==> src/rtl/ex_mem_pipe.sv <==
// Execute-to-memory pipeline register with the Z/V/N flag register, stall/flush and sticky halt.
// Optional build macro: EX_FLAG_BYPASS_EN drives flag_* from the combinational next-state.
module ex_mem_pipe #(
  parameter int DW = 16
) (
  input  logic          clk,
  input  logic          rst_n,
  input  logic          stall,
  input  logic          flush,
  input  logic          ex_valid,
  input  logic [3:0]    ex_opcode,
  input  logic [DW-1:0] ex_alu_out,
  input  logic          ex_ovfl,
  input  logic [3:0]    ex_rd,
  input  logic          ex_reg_write,
  input  logic          ex_mem_read,
  input  logic          ex_mem_write,
  input  logic          ex_halt,
  input  logic [DW-1:0] ex_store_data,
  output logic          mem_valid,
  output logic          mem_reg_write,
  output logic          mem_mem_read,
  output logic          mem_mem_write,
  output logic          mem_halt,
  output logic [DW-1:0] mem_alu_out,
  output logic [DW-1:0] mem_store_data,
  output logic [3:0]    mem_rd,
  output logic          flag_z,
  output logic          flag_v,
  output logic          flag_n,
  output logic          halted
);

  localparam logic [3:0] OP_ADD = 4'b0000;
  localparam logic [3:0] OP_SUB = 4'b0001;
  localparam logic [3:0] OP_XOR = 4'b0010;
  localparam logic [3:0] OP_SLL = 4'b0100;
  localparam logic [3:0] OP_SRA = 4'b0101;
  localparam logic [3:0] OP_ROR = 4'b0110;

  logic load_s;
  logic flag_z_r, flag_v_r, flag_n_r;
  logic flag_z_s, flag_v_s, flag_n_s;

  assign load_s = !halted && !flush && !stall;

  // Next-state flags: only a valid loaded instruction of a flag-setting class changes them.
  always_comb begin
    flag_z_s = flag_z_r;
    flag_v_s = flag_v_r;
    flag_n_s = flag_n_r;
    if (load_s && ex_valid) begin
      case (ex_opcode)
        OP_ADD, OP_SUB: begin
          flag_z_s = (ex_alu_out == {DW{1'b0}});
          flag_v_s = ex_ovfl;
          flag_n_s = ex_alu_out[DW-1];
        end
        OP_XOR, OP_SLL, OP_SRA, OP_ROR: begin
          flag_z_s = (ex_alu_out == {DW{1'b0}});
        end
        default: begin
          flag_z_s = flag_z_r;
        end
      endcase
    end else begin
      flag_z_s = flag_z_r;
    end
  end

  // Flag register; next-state already folds in hold conditions.
  always_ff @(posedge clk or negedge rst_n) begin
    if (!rst_n) begin
      flag_z_r <= 1'b0;
      flag_v_r <= 1'b0;
      flag_n_r <= 1'b0;
    end else begin
      flag_z_r <= flag_z_s;
      flag_v_r <= flag_v_s;
      flag_n_r <= flag_n_s;
    end
  end

  // Pipeline register: halted freezes everything, flush bubbles control, stall holds.
  always_ff @(posedge clk or negedge rst_n) begin
    if (!rst_n) begin
      mem_valid      <= 1'b0;
      mem_reg_write  <= 1'b0;
      mem_mem_read   <= 1'b0;
      mem_mem_write  <= 1'b0;
      mem_halt       <= 1'b0;
      mem_alu_out    <= {DW{1'b0}};
      mem_store_data <= {DW{1'b0}};
      mem_rd         <= 4'h0;
      halted         <= 1'b0;
    end else if (halted) begin
      halted <= 1'b1;
    end else if (flush) begin
      mem_valid     <= 1'b0;
      mem_reg_write <= 1'b0;
      mem_mem_read  <= 1'b0;
      mem_mem_write <= 1'b0;
      mem_halt      <= 1'b0;
    end else if (!stall) begin
      mem_valid      <= ex_valid;
      mem_reg_write  <= ex_valid & ex_reg_write;
      mem_mem_read   <= ex_valid & ex_mem_read;
      mem_mem_write  <= ex_valid & ex_mem_write;
      mem_halt       <= ex_valid & ex_halt;
      mem_alu_out    <= ex_alu_out;
      mem_store_data <= ex_store_data;
      mem_rd         <= ex_rd;
      halted         <= ex_valid & ex_halt;
    end
  end

`ifdef EX_FLAG_BYPASS_EN
  assign flag_z = flag_z_s;
  assign flag_v = flag_v_s;
  assign flag_n = flag_n_s;
`else
  assign flag_z = flag_z_r;
  assign flag_v = flag_v_r;
  assign flag_n = flag_n_r;
`endif

endmodule

==> config.mk <==
export PLATFORM = sky130hd
export DESIGN_NAME = ex_mem_pipe
export DESIGN_NICKNAME = d
export VERILOG_FILES = /design/src/rtl/ex_mem_pipe.sv
export SDC_FILE = /design/constraint.sdc
export NUM_CORES = 1
export LEC_CHECK = 0
export ABC_AREA = 1
export BUFFER_PORTS_ARGS = -buffer_cell sky130_fd_sc_hd__buf_4
export CAP_MARGIN = 20
export CORE_MARGIN = 1.5
export CORE_UTILIZATION = 45
export DETAILED_ROUTE_END_ITERATION = 10
export PLACE_DENSITY = 0.75
export SETUP_SLACK_MARGIN = 0.02
export SLEW_MARGIN = 5
export SYNTH_ARGS = -nofsm -noshare
export SYNTH_HDL_FRONTEND = slang
export SYNTH_SLANG_ARGS = --single-unit
==> constraint.sdc <==
create_clock -name clk -period 2.3 [get_ports clk]
set_input_delay 0.23 -clock clk [delete_from_list [all_inputs] [get_ports clk]]
set_output_delay 0.23 -clock clk [all_outputs]
set_load 0.02 [all_outputs]
---- Word level (Yosys, flattened, before mapping) ----
Index checks and enable logic that the tools add are counted.
storage, ports and cells
  logic and storage cells ................. 52
  bits of input ports ..................... 50
  output and inout bits ................... 45
  bits in registers ....................... 45
cells by class
  reductions and logical operators ........ 14
  bitwise operators ....................... 7
  equal/unequal tests ..................... 6
  mux-type cells .......................... 13
operators by type and width
  cell                number
  $logic_not 16->1    1
  $mux 1              13
  $eq 4x3->1 const B  3
  $reduce_and 2->1    3
  $reduce_or 6->1     1
  $and 1x1->1         4
  $eq 4x1->1 const B  1
  $eq 4x2->1 const B  1
  $logic_not 4->1     1
  $logic_and 1x1->1   3
  $logic_not 1->1     3
  $not 1->1           3
  $reduce_and 3->1    1
  $ne 2x1->1 const B  1
  $reduce_or 2->1     1

---- Depth between registers and ports, before layout ----
Gate-level depths: netlist of the first run.
  depth after elaboration ................. 5
  mapped depth ............................ 6
  depth with buffers taken out ............ 5

---- Least setup slack after synthesis of the first run ----
No wires, ideal clock.
  kind .................................... register to register
  start point ............................. register halted
  end point ............................... register mem_store_data[0]
  period minus slack after synthesis ...... 1.147 ns
  path buffers ............................ 2
  stages on the path, launching flop included .. 6
  setup slack ............................. 1.153 ns
  arrival ................................. 1.030 ns
  library setup time ...................... 0.117 ns
  data required time ...................... 2.183 ns
  path through ............................ dfrtp_1 > inv_1 > buf_4 > buf_4 > nand3_1 > nand2_1
on the way
  longest elaborated chain between the ends .. 2
RTL lines
  item                        RTL line  source
  start: declaration          31        output logic halted
  start signal: assignment    113       halted <= ex_valid & ex_halt;
  $not 1->1 (no line)         -
  $reduce_and 3->1 (no line)  -
  end signal: assignment      93        mem_store_data <= {DW{1'b0}};
  end signal: assignment      111       mem_store_data <= ex_store_data;
  end: declaration            26        output logic [DW-1:0] mem_store_data,
No other way between the ends.
A chain may end at the register's enable or synchronous reset.

---- Worst setup path in the final report of the first run ----
  start point ............................. register halted
  end point ............................... register mem_alu_out[11]
on the way
  longest elaborated chain between the ends .. 2
RTL lines
  item                        RTL line  source
  $not 1->1 (no line)         -
  $reduce_and 3->1 (no line)  -
  end signal: assignment      92        mem_alu_out <= {DW{1'b0}};
  end signal: assignment      110       mem_alu_out <= ex_alu_out;
  end: declaration            25        output logic [DW-1:0] mem_alu_out,
No other way between the ends.

==> results of run 1 <==
==> worst paths after layout <==
path,slack [ps],depth (start not counted),end
setup / recovery,570,4,mem_alu_out[11]
hold / removal,140,2,halted
setup reg to reg,570,4,mem_alu_out[11]
hold reg to reg,480,2,mem_alu_out[6]
max in group asynchronous,1460,2,mem_mem_read
min in group asynchronous,460,2,mem_alu_out[5]
==> layer usage <==
| metal | routed length [microns] | track usage, % | vias to the layer above |
|---|---|---|---|
| met5 | 0 | 0 | - |
| met4 | 51 | 5.75 | 0 |
| met3 | 375 | 6.74 | 4 |
| met2 | 2310 | 35.5 | 63 |
| met1 | 1850 | 26.6 | 816 |
| li1 | - | - | 874 |
==> cells in the final DEF, fill, tap and decap left out, drive strengths merged <==
master,netlist,layout
o21ai,4,4
o31ai,1,1
dlygate4sd3,0,1
clkinv,0,1
clkbuf,0,5
clkinvlp,0,1
nor2,14,14
dfrtp,45,45
nand2,86,86
inv,12,12
nand3,38,38
bufinv,0,1
a21oi,1,1
buf,11,97
o22ai,4,4
==> through the flow <==
step | hold WS [ps] | util, % | worst slack, ps | total power (uW) | area (sq um)
3_5_place_dp | 266 | 64.7 | 549 | 942 | 2610
3_3_place_gp | 261 | 64.7 | 640 | 940 | 2610
5_1_grt | 137 | 67.8 | 374 | 1590 | 2730
6_report | 140 | 67.8 | 567 | 1520 | 2730
2_1_floorplan | -65.6 | - | 1150 | 846 | 1890
4_1_cts | 137 | 67.8 | 535 | 1540 | 2730
==> sequential cells by signal, summed over array words and instances (netlist names) <==
| name | count |
|---|---|
| mem_rd | 4 |
| mem_valid | 1 |
| mem_reg_write | 1 |
| mem_halt | 1 |
| mem_mem_read | 1 |
| mem_store_data | 16 |
| flag_z | 1 |
| halted | 1 |
| flag_v | 1 |
| mem_alu_out | 16 |
| mem_mem_write | 1 |
| flag_n | 1 |
==> cells by family after synthesis <==
family | count (synthesis)
DFF | 45
buffers and inverters | 23
and+or+nand+nor | 138
AOI/OAI and AO/OA | 10
==> report_power, final <==
group,total (uW),internal (uW),switching (uW)
Clock,598,325,273
Sequential,797,795,2.23
Combinational,128,69.0,59.3
==> area by class of cell <==
class                           instances  area (sq um)  share of cell area, %
Sequential cell                        45          1130                   41.2
Inverter                               12          45.0                   1.65
Clock buffer                            5          68.8                   2.52
Clock inverter                          3          46.3                   1.70
Tap cell                               50          62.6                   2.29
Multi-Input combinational cell        148           643                   23.6
Timing Repair Buffer                   98           738                   27.0
==> cells in the mapped netlist, drive strengths merged <==
library cell,instances,area share [%]
nand2,86,17
dfrtp,45,59
nand3,38,11
nor2,14,3.0
inv,12,2.4
buf,11,4.2
o21ai,4,1.1
o22ai,4,1.3
a21oi,1,0.26
o31ai,1,0.40
==> results by group, run 1 <==
Run status
  • Outcome: finished, final reports clean

Routing
  • Routed via count: 1757
  • DRC: 0
  • Routed WL per cell: 12.7 microns
  • Routed WL: 4.59 mm
  • Vias/cell: 4.87
  • Initial DRC count: 212
  • Routed Antenna Nets: 0
  • DR pass1 iterations: 4

Setup path
  • Worst Path Required: 2480 ps
  • Critical path startpoint: halted
  • Crit. End Element: register
  • CP peak stage delay: 540 ps
  • Crit path top cell by count: nand2_1
  • Slowest cell on crit path: nand2_2
  • CP Class: register to register
  • CP Cell Sequence: inv_1 > nand2_2 > nand2_1 > nand2_1
  • Startpoint Class: register
  • Crit-path max FO: 37
  • CP top delay family: simple AND/OR/NAND/NOR gates
  • CP Buf/Inv Count: 1
  • Arr. time, crit path: 1910 ps
  • Crit Reg-Reg Startpoint: halted

Min path
  • HP Start: flush
  • Worst hold path class: primary input to register

Floorplanning
  • I/O pin count: 95
  • # rows: 23
  • Die Area: 4600 sq um
  • Starting density of the core: 47.0%
  • Die X: 67.9 microns
  • Core area: 4030 sq um
  • Die H: 67.9 microns

Final layout
  • Fin cells: 361
  • Nets: 360
  • Fillers: 362
  • Ant. Diodes: 0
  • Synth-to-Final Area Change: 44.2%
  • Fraction of layout cells with a size suffix above 1: 35.0%

Placed design
  • Post-DP HPWL: 3.18 mm
  • Port bufs: 94
  • Final GP Congestion: 0.732
  • Dpl cells: 352

Synth
  • Avg Cell Area, Syn: 8.76 sq um
  • Synthesized instance count: 216
  • Compound-cell area share of the yosys netlist: 3.04%
  • Mux share of post-synthesis cell area: 0%
  • #FFs+latches synth: 45
  • XOR/XNOR Fraction of Synth Area: 0%
  • Post-synthesis net count: 266
  • Yosys warns: 0
  • Sequential-to-total area share from yosys stat: 59.5%
  • Largest family of logic cells by synthesized area: simple AND/OR/NAND/NOR gates
  • Adder-Cell Fraction of Synth Area: 0%
  • Post-Synth Simple-Gate Area: 30.9%
  • Netlist cell types: 16
  • Post-Syn Area: 1890 sq um

Clocking
  • H-tree Lvls: 2
  • # clock sinks: 45
  • Post-CTS sizing: 0
  • Setup Buffers After CTS: 0
  • Clock tree buffer depth: 2
  • Root buffer cell: clkbuf_8
  • CTS buffer count: 5
  • Worst-Skew Late Latency: 300 ps
  • Hold-fix buffers at CTS: 1
  • Reg clk slew, reported paths: 80 ps
  • CTS tree: yes

Global routing
  • Pin count of the biggest net entering global routing: 46
  • Vias in the first global route: 1614
  • First-pass GRT wire length: 7.35 mm
  • Gr usage total: 21.2%
  • Initial antenna violation count: 0
  • Grt ovf: 0

Timing
  • Fin crit share: 75.3%
  • Fin. max-slew vios: 0
  • Final-report setup violation count: 0
  • Worst slew margin: 54.0%
  • Clock skew: 3.94 ps
  • Final Hold Viols: 0
  • Fin Setup TNS: 0 ps
  • Tmin final: 1730 ps
  • Slew @ Worst Pin: 687 ps
  • Peak Freq: 577 MHz
  • RSZ-0062 raised after global routing: no

Pwr
  • Pwr/cell area: 558 nW/um^2
  • Maximum VDD drop: 0.000395 V
  • Lkg Pwr: 0.00160 uW

Job
  • Number of max-cap violations: 0
Power figures use the tool's default switching activity.
==> run 2, diff against run 1 <==
- ABC_AREA: 1 -> 0
- CORE_UTILIZATION: 45 -> 40
- PLACE_DENSITY: 0.75 -> 0.71
- clock period: 2.3 -> 1.47 ns (I/O delays scaled with it)
==> run 2 against run 1 <==
Clock skew rose by 3.4 ps. Largest cell class unchanged. Sequential power rose to 2.6 times the previous value. Utilization down 4.3 points. Count of clock-buffer cells in the layout increased by 1. Non-clock buffer count grew 3. Global-route usage down 3.3 points. Register-to-register slack worse by 500 ps. Clock power is 23% higher. Die area increased by 8.2%. Cell area rose by 1.9%. Hold slack got worse by 65 ps. Cell count decreased by 24%. Critical endpoint is now mem_store_data[4].
==> results by group, run 2 <==
Run status
  • Outcome: finished, final reports clean

Clocking
  • Root buffer cell: clkbuf_8
  • CTS tree: yes
  • H-tree Lvls: 2 (unchanged)
  • CTS buffer count: 5 (unchanged)
  • # clock sinks: 45 (unchanged)
  • Clock tree buffer depth: 2 (unchanged)
  • Worst-Skew Late Latency: 300 ps (about the same)
  • Reg clk slew, reported paths: 80 ps (about the same)

Synth
  • Netlist cell types: 23 (+7)
  • Dominant synthesized flop cell: dfrtp_1
  • Most frequent cell after synthesis: dfrtp_1
  • Post-Syn Area: 1830 sq um (-3.5%)
  • Synthesized instance count: 119 (-45%)
  • Synth area leaders: dfrtp_1 (62%), mux2_2 (22%), a22oi_1 (1.6%)
  • Leading area contributor after synthesis: dfrtp_1
  • Yosys warns: 0 (unchanged)
  • Share of the synthesized area in the top cell type: 61.6% (+2.2 points)
  • FFs w/ async S/R, synth: 100% (unchanged)
  • #FFs+latches synth: 45 (unchanged)
  • Sequential-to-total area share from yosys stat: 61.6% (+2.2 points)
  • Most instantiated cells after synthesis: dfrtp_1 (45), mux2_2 (36), nand2_1 (6)
  • Number of synthesized flops with an enable pin: 0 (unchanged)
  • Avg Cell Area, Syn: 15.4 sq um (+75%)
  • Post-synthesis net count: 169 (-36%)

Global routing
  • Pin count of the biggest net entering global routing: 46 (unchanged)
  • Vias in the first global route: 1449 (-10%)
  • Grt ovf: 0 (unchanged)
  • Gr usage total: 17.9% (-3.3 points)
  • Initial antenna violation count: 0 (unchanged)
  • First-pass GRT wire length: 6.94 mm (-5.5%)

Final layout
  • Largest regs: mem_alu_out x16, mem_store_data x16, mem_rd x4
  • Most frequent cells in the layout: buf_4 (98), dfrtp_1 (44), mux2_4 (21)
  • Most common cell after layout, fill and taps aside: buf_4
  • Fraction of layout cells with a size suffix above 1: 67.6% (+33 points)
  • Synth-to-Final Area Change: 52.3%
  • Nets: 271 (-25%)
  • Sequential Area: 1130 sq um (+0.11%)
  • Fin cells: 274 (-24%)
  • Ant. Diodes: 0 (unchanged)
  • Multi-input gate area: 713 sq um (+11%)
  • Fillers: 355 (-1.9%)

Placed design
  • Pre-CTS WS: 7.89 ps (-541 ps)
  • Port bufs: 94 (unchanged)
  • Final GP Congestion: 0.811 (+11%)
  • Post-DP HPWL: 3.19 mm (+0.39%)
  • Dpl cells: 263 (-25%)

Pwr
  • Maximum VDD drop: 0.00110 V (+180%)
  • Pwr/cell area: 1840 nW/um^2 (+230%)
  • Seq pwr share: 40.4% (-12 points)
  • P_sw: 1800 uW (+440%)
  • Gate power share: 45.2% (+37 points)
  • Switching share of power: 35.2% (+13 points)
  • Share of power burned in the clock network: 14.4% (-25 points)
  • Lkg Pwr: 0.00136 uW (-14%)
  • Internal power: 3310 uW (+180%)

Floorplanning
  • # rows: 24 (+4.3%)
  • Starting density of the core: 41.7% (-5.3 points)
  • Die Area: 4980 sq um (+8.2%)
  • Die X: 70.6 microns (+4.0%)
  • Core area: 4380 sq um (+8.8%)
  • Die H: 70.6 microns (+4.0%)
  • I/O pin count: 95 (unchanged)

Timing
  • Tmin final: 1400 ps (-328 ps)
  • Fin. max-slew vios: 0 (unchanged)
  • Clock skew: 7.29 ps (+3.35 ps)
  • Final setup margin: 65.3 ps (-502 ps)
  • Final-report setup violation count: 0 (unchanged)
  • Fin crit share: 95.6% (+20 points)
  • Worst slew margin: 61.8% (+7.8 points)
  • RSZ-0062 raised after global routing: yes
  • Peak Freq: 712 MHz (+23%)
  • Fin Setup TNS: 0 ps (unchanged)
  • Final Hold Viols: 0 (unchanged)
  • Slew @ Worst Pin: 573 ps (-115 ps)

Routing
  • Initial DRC count: 38 (-82%)
  • DRC: 0 (unchanged)
  • Routed WL per cell: 15.8 microns (+24%)
  • Vias/cell: 4.95 (+1.6%)
  • Routed WL: 4.32 mm (-5.8%)
  • Routed via count: 1355 (-23%)
  • Routed Antenna Nets: 0 (unchanged)
  • DR pass1 iterations: 4 (unchanged)

Setup path
  • Startpoint Class: register
  • Arr. time, crit path: 1580 ps (-330 ps)
  • CP Class: register to register
  • Crit-path max FO: 15 (-59%)
  • Reg-to-reg setup timing slack: 70 ps (-500 ps)
  • Worst Path Required: 1650 ps (-830 ps)
  • Crit. End Element: register

Min path
  • Worst hold path class: primary input to register

Job
  • Number of max-cap violations: 0 (unchanged)
[run 2: cell count changes after synthesis, moves of 6 or more]
cell     delta
buf_4       -6
inv_1      -11
mux2_2     +36
nand2_1    -79
nand3_1    -37
nor2_1     -11
[run 2: final timing paths]
| check | end | startpoint | depth (start not counted) |
|---|---|---|---|
| max | mem_store_data[4] | halted | 3 |
| min | mem_store_data[14] | ex_store_data[14] | 2 |
| max reg2reg | mem_store_data[4] | halted | 3 |
| min reg2reg | mem_store_data[2] | mem_store_data[2] | 1 |
| max in group asynchronous | halted | rst_n | 2 |
| min in group asynchronous | mem_store_data[12] | rst_n | 2 |
[run 2: logic make-up after synthesis]
family | count (synthesis) | share of synthesized area, %
AO/OA/AOI/OAI | 10 | 3.29
buffers and inverters | 7 | 3.22
flip-flops | 45 | 61.6
multiplexers | 39 | 24.4
AND/OR/NAND/NOR | 18 | 7.47
[run 2: final cells by class]
type | count | share of cell area (%)
Clock buffer | 6 | 2.61
Clock inverter | 2 | 0.360
Inverter | 1 | 0.135
Multi-Input combinational cell | 67 | 25.6
Sequential cell | 45 | 40.5
Tap cell | 52 | 2.34
Timing Repair Buffer | 101 | 28.4
[run 2: worst max-delay path: stages (launching register included)]
cell and delay [ps]:
dfrtp_2 430, nor3_4 210, buf_4 290, mux2_2 360
[run 2: timing repair]
item                                   in CTS  in global routing
endpoints found under the hold margin      45                  0
setup endpoints to repair                   2                  2
gates cloned                                0                  1
gates resized for setup                     0                  0
hold buffers                                1                  0
setup buffers                               0                  1
pin swaps                                   1                  0
[run 2: power by group through the flow]
stage / Combinational, uW / Sequential [uW] / Clock (uW)
finish: 2310 / 2070 / 735
global route: 2430 / 2130 / 825
CTS: 2340 / 2070 / 760
detailed placement: 2340 / 2080 / 0
global placement: 2290 / 2060 / 0
floorplan: 615 / 2690 / 0
[run 2: per-layer routing]
layer	GRT usage [%]	vias up	share of wire [%]
li1	-	631	-
met2	30.1	61	48
met1	22.3	656	43
met3	5.98	7	8.0
met4	5.03	0	1.2
met5	0	-	0
[run 2: stage by stage]
step,instance area [sq um],total power (uW),util [%],hold WS (ps)
4_1_cts,2750,5170,62.7,65.7
3_3_place_gp,2660,4350,60.6,168
3_5_place_dp,2660,4420,60.6,189
6_report,2780,5110,63.5,74.8
5_1_grt,2780,5390,63.5,62.2
2_1_floorplan,1910,3310,-,-149
